`config.mk`:
```
export PLATFORM = sky130hd
export DESIGN_NAME = phy_rx_serial
export DESIGN_NICKNAME = d
export VERILOG_FILES = /design/src/rtl/phy_rx_serial.sv
export SDC_FILE = /design/constraint.sdc
export NUM_CORES = 1
export LEC_CHECK = 0
export CAP_MARGIN = 20
export CORE_MARGIN = 5
export CORE_UTILIZATION = 53
export DETAILED_ROUTE_END_ITERATION = 10
export GPL_ROUTABILITY_DRIVEN = 0
export PLACE_DENSITY_LB_ADDON = 0.08
export SYNTH_ARGS = -nofsm -noshare
export SYNTH_HDL_FRONTEND = slang
export SYNTH_SLANG_ARGS = --single-unit
```
`constraint.sdc`:
```
create_clock -name clk_32f -period 2.45 [get_ports clk_32f]
set_input_delay 0.49 -clock clk_32f [delete_from_list [all_inputs] [get_ports clk_32f]]
set_output_delay 0.49 -clock clk_32f [all_outputs]
set_load 0.02 [all_outputs]
```
`src/rtl/phy_rx_serial.sv`:
```
// Serial-to-parallel receiver: hunts COM alignment, then delivers bytes and IDLE flags.
// Optional byte counter enabled by defining RX_BYTE_COUNT_EN.
module phy_rx_serial #(
    parameter logic [7:0] COM_CHAR  = 8'hBC,
    parameter logic [7:0] IDLE_CHAR = 8'h7C,
    parameter int unsigned COM_COUNT = 4
) (
    input  logic        clk_32f,
    input  logic        reset,
    input  logic        data_in,
    output logic [7:0]  data_out,
    output logic        valid_out,
    output logic        IDLE_OUT,
`ifdef RX_BYTE_COUNT_EN
    output logic        active,
    output logic [15:0] byte_cnt
`else
    output logic        active
`endif
);

    typedef enum logic [1:0] {
        HUNT   = 2'd0,
        ALIGN  = 2'd1,
        ACTIVE = 2'd2
    } state_t;

    localparam logic [3:0] COM_TGT = 4'(COM_COUNT);

    state_t      state_q, state_d;
    logic [7:0]  shreg_q, nxt;
    logic [2:0]  bit_cnt_q, bit_cnt_d;
    logic [3:0]  com_cnt_q, com_cnt_d;
    logic [7:0]  data_q, data_d;
    logic        valid_q, valid_d;
    logic        idle_q, idle_d;
    logic        boundary;

    always_comb begin
        nxt       = {shreg_q[6:0], data_in};
        boundary  = (bit_cnt_q == 3'd7);
        state_d   = state_q;
        bit_cnt_d = bit_cnt_q + 3'd1;
        com_cnt_d = com_cnt_q;
        data_d    = data_q;
        valid_d   = 1'b0;
        idle_d    = 1'b0;
        unique case (state_q)
            HUNT: begin
                bit_cnt_d = '0;
                if (nxt == COM_CHAR) begin
                    com_cnt_d = 4'd1;
                    state_d   = (COM_TGT == 4'd1) ? ACTIVE : ALIGN;
                end
            end
            ALIGN: begin
                if (boundary) begin
                    if (nxt == COM_CHAR) begin
                        com_cnt_d = com_cnt_q + 4'd1;
                        if (com_cnt_d == COM_TGT) begin
                            state_d = ACTIVE;
                        end
                    end else begin
                        // No partial credit: a single bad boundary restarts the hunt
                        com_cnt_d = '0;
                        state_d   = HUNT;
                    end
                end
            end
            ACTIVE: begin
                idle_d = idle_q;
                if (boundary) begin
                    if (nxt == IDLE_CHAR) begin
                        idle_d = 1'b1;
                    end else if (nxt == COM_CHAR) begin
                        idle_d = 1'b0;
                    end else begin
                        idle_d  = 1'b0;
                        valid_d = 1'b1;
                        data_d  = nxt;
                    end
                end
            end
            default: state_d = HUNT;
        endcase
    end

    always_ff @(posedge clk_32f or negedge reset) begin
        if (!reset) begin
            state_q   <= HUNT;
            shreg_q   <= '0;
            bit_cnt_q <= '0;
            com_cnt_q <= '0;
            data_q    <= '0;
            valid_q   <= 1'b0;
            idle_q    <= 1'b0;
        end else begin
            state_q   <= state_d;
            shreg_q   <= nxt;
            bit_cnt_q <= bit_cnt_d;
            com_cnt_q <= com_cnt_d;
            data_q    <= data_d;
            valid_q   <= valid_d;
            idle_q    <= idle_d;
        end
    end

    assign data_out  = data_q;
    assign valid_out = valid_q;
    assign IDLE_OUT  = idle_q;
    assign active    = (state_q == ACTIVE);

`ifdef RX_BYTE_COUNT_EN
    logic [15:0] cnt_q, cnt_d;

    // Saturating count, updated on the same edge that raises valid_out
    always_comb begin
        cnt_d = cnt_q;
        if (valid_d && (cnt_q != 16'hFFFF)) begin
            cnt_d = cnt_q + 16'd1;
        end
    end

    always_ff @(posedge clk_32f or negedge reset) begin
        if (!reset) begin
            cnt_q <= '0;
        end else begin
            cnt_q <= cnt_d;
        end
    end

    assign byte_cnt = cnt_q;
`endif

endmodule

```
==> flow_metrics.env <==
export IMPL_whs_path_depth=0
export IMPL_critPathKind="flip-flop to primary output"
export IMPL_seq_area_frac_synth_pct=57.3
export IMPL_synthAdderAreaFrac_pct=4.41
export IMPL_max_stage_delay_ps=590
export IMPL_cp_end_kind="primary output"
export IMPL_path_delay_family="buffers and inverters"
export IMPL_areaGrowthSynthToFinish_pct=15.9
export IMPL_cts_root_buf="clkbuf_4"
export IMPL_fin_crit_ps=2200
export IMPL_netlist_instances=89
export IMPL_crit_arrival_ps=1710
export IMPL_grt_usage_pct=13.3
export IMPL_outcome="finished clean"
export IMPL_routed_wl_um=1830
export IMPL_tightest_slew_ps=477
export IMPL_yosys_area_share_simple_pct=15.7
export IMPL_nets=113
export IMPL_setup_viol_count_final=0
export IMPL_drt_iter0_drc=7
export IMPL_drc_errors=0
export IMPL_postSynthAreaPerCell_um2=12.8
export IMPL_synth_xor_area_share_pct=1.54
export IMPL_cts_made_buffers=3
export IMPL_ant_nets=0
export IMPL_cts_sinks=26
export IMPL_vias=749
export IMPL_htree_num_levels=1
export IMPL_clk_pin_slew_worst_paths_ps=130
export IMPL_hold_class="flip-flop to flip-flop"
export IMPL_drv_cap=0
export IMPL_numPortBuffers=13
export IMPL_r2r_slack_ps=520
export IMPL_hpwl_um=1370
export IMPL_crit_path_frequent_cell="inv_1"
export IMPL_cts_setup_buffers=0
export IMPL_powerDensity_mw_per_mm2=566
export IMPL_post_route_util_pct=65.7
export IMPL_grt_setup_unrepaired="no"
export IMPL_ir_worst_vdd_mv=0.439
export IMPL_die_area_mm2=0.00317
export IMPL_r2r_start="bit_cnt_q[0]"
export IMPL_synth_top_family_by_area="simple AND/OR/NAND/NOR gates"
export IMPL_grt_max_degree=27
export IMPL_hold_viol=0
export IMPL_ys_ff_latch=26
export IMPL_min_to="shreg_q[5]"
export IMPL_startpoint_type="flip-flop"
export IMPL_fmax_mhz=455
export IMPL_core_area_mm2=0.00200
export IMPL_tns_ps=0
export IMPL_worstPathCellList="inv_1 -> nand2_1 -> inv_1 -> clkdlybuf4s50_1"
export IMPL_cts_resized=0
export IMPL_dieHeight_um=56.3
export IMPL_syn_nets=96
export IMPL_finalPower_mw=0.745
export IMPL_routed_via_density=5.72
export IMPL_first_pass_iters=4
export IMPL_slowest_stage="clkdlybuf4s50_1"
export IMPL_hold_start="shreg_q[4]"
export IMPL_n_antenna_cell=0
export IMPL_grt_overflow_total=0
export IMPL_design_area_mm2=0.00132
export IMPL_cp_max_fo=5
export IMPL_start_util_pct=56.7
export IMPL_r2r_cells=5
export IMPL_cts_tree="built"
export IMPL_synth_compound_area_share_pct=9.37
export IMPL_slew_violations=0
export IMPL_drive_gt1_share_pct=16.3
export IMPL_synth_cell_types=33
export IMPL_ioPinCount=14
export IMPL_critPathRequiredTime_ps=1960
export IMPL_placed_cell_area_mm2=0.00129
export IMPL_grt_pass1_vias=759
export IMPL_synth_mux_area_share_pct=8.82
export IMPL_path_buf_inv=3
export IMPL_ctsHoldBuffers=0
export IMPL_rows=16
export IMPL_yosys_warnings=0
export IMPL_slew_headroom_pct=67.9
export IMPL_cts_max_path_buffers=2
export IMPL_grt_pass1_wl_um=3320
export IMPL_critical_path_depth=4
export IMPL_clk_latency_ps=320
export IMPL_antenna_found_initial=0
export IMPL_r2r_end="data_out[4]"
export IMPL_wl_per_cell_um=14.0
export IMPL_fin_skew_ps=9.96
export IMPL_period_share_pct=89.7
export IMPL_netlist_area_mm2=0.00113
export IMPL_die_w_um=56.3
export IMPL_power_leakage_nw=0.571
## cells by family after synthesis
kind of cell	after synthesis
xor gates and xnor gates	2
muxes	9
buffers and inverters	6
AOI/OAI and AO/OA	13
DFF	26
and+or+nand+nor	29
adders and majority gates	4
## placed cells by master, fill, tap and decap left out, drive strengths merged, types with 2 or more instances in the layout
cell / Yosys / routed
buf: 1 / 2
clkbuf: 2 / 3
clkdlybuf4s50: 0 / 13
dfrtp: 26 / 26
ha: 4 / 4
inv: 3 / 3
mux2: 8 / 8
nand2: 4 / 4
nand2b: 2 / 2
nand3: 4 / 4
nand4: 2 / 2
nand4b: 3 / 3
nor2: 3 / 3
nor2b: 3 / 3
nor3: 2 / 2
nor4: 2 / 2
o21ai: 3 / 3
or2b: 2 / 2
## where the power goes
part | internal, mW | leakage [nW] | switching (mW) | total, mW
sequential | 0.458 | 0.341 | 0.0373 | 0.495
clock | 0.0576 | 0.0138 | 0.115 | 0.172
combinational | 0.0369 | 0.216 | 0.0399 | 0.0768
## flip-flops by register name, summed over array words and instances, names as in the netlist
name / cells
data_out: 8
shreg_q: 7
com_cnt_q: 4
bit_cnt_q: 3
state_q: 2
IDLE_OUT: 1
valid_out: 1
## stage by stage
stage / instances / hold slack [ps] / setup WS (ps)
finish: 131 / 414 / 252
floorplan: 89 / 194 / 751
global placement: 128 / 386 / 336
global route: 131 / 443 / 180
detailed placement: 128 / 389 / 267
CTS: 131 / 420 / 243
## cell usage after synthesis
library cell | n | area (um^2)
o21ai_0 | 3 | 15.0
or2b_2 | 2 | 17.5
or4_1 | 1 | 7.51
nand4b_1 | 3 | 26.3
a31oi_1 | 1 | 6.26
xor2_1 | 1 | 8.76
a211oi_4 | 1 | 20.0
a311o_1 | 1 | 10.0
a2bb2oi_1 | 1 | 8.76
ha_1 | 4 | 50.1
dfrtp_1 | 26 | 651
nor2b_1 | 3 | 18.8
nor4_1 | 1 | 6.26
clkbuf_2 | 2 | 10.0
nand4_1 | 2 | 12.5
mux2i_1 | 1 | 10.0
o32a_1 | 1 | 10.0
nand2_1 | 4 | 15.0
inv_1 | 3 | 11.3
nand3_1 | 4 | 20.0
nor2_1 | 3 | 11.3
o31ai_1 | 1 | 7.51
nand3b_1 | 1 | 7.51
mux2_2 | 8 | 90.1
o2bb2ai_1 | 1 | 8.76
buf_6 | 1 | 11.3
nand2b_1 | 2 | 12.5
o211ai_1 | 1 | 7.51
o21a_1 | 1 | 7.51
xnor2_1 | 1 | 8.76
nor3_1 | 2 | 10.0
nor4_2 | 1 | 12.5
a21oi_1 | 1 | 5.00
## cell type report
| cell class | instances | area (um^2) |
|---|---|---|
| clock buffer | 3 | 22.5 |
| sequential | 26 | 651 |
| fill | 170 | 687 |
| multi-input combinational | 57 | 452 |
| inverter | 3 | 11.3 |
| timing repair buffer | 15 | 145 |
| tap | 27 | 33.8 |
## layer usage
| layer | global-route usage [%] | wire length, um |
|---|---|---|
| met1 | 17.5 | 888 |
| met3 | 2.98 | 88 |
| met4 | 9.15 | 44 |
| met2 | 19.4 | 810 |
| met5 | 0 | 0 |
## worst max-delay path by stage
| stage | startpoint | to | slack (ps) |
|---|---|---|---|
| finish | state_q[0] | active | 250 |
| global route | state_q[0] | active | 180 |
| CTS | state_q[0] | active | 240 |
| detailed placement | data_in | com_cnt_q[2] | 270 |
| global placement | data_in | com_cnt_q[2] | 340 |
| floorplan | bit_cnt_q[0] | data_out[0] | 750 |
No activity file was read; power rests on OpenSTA's default activity.
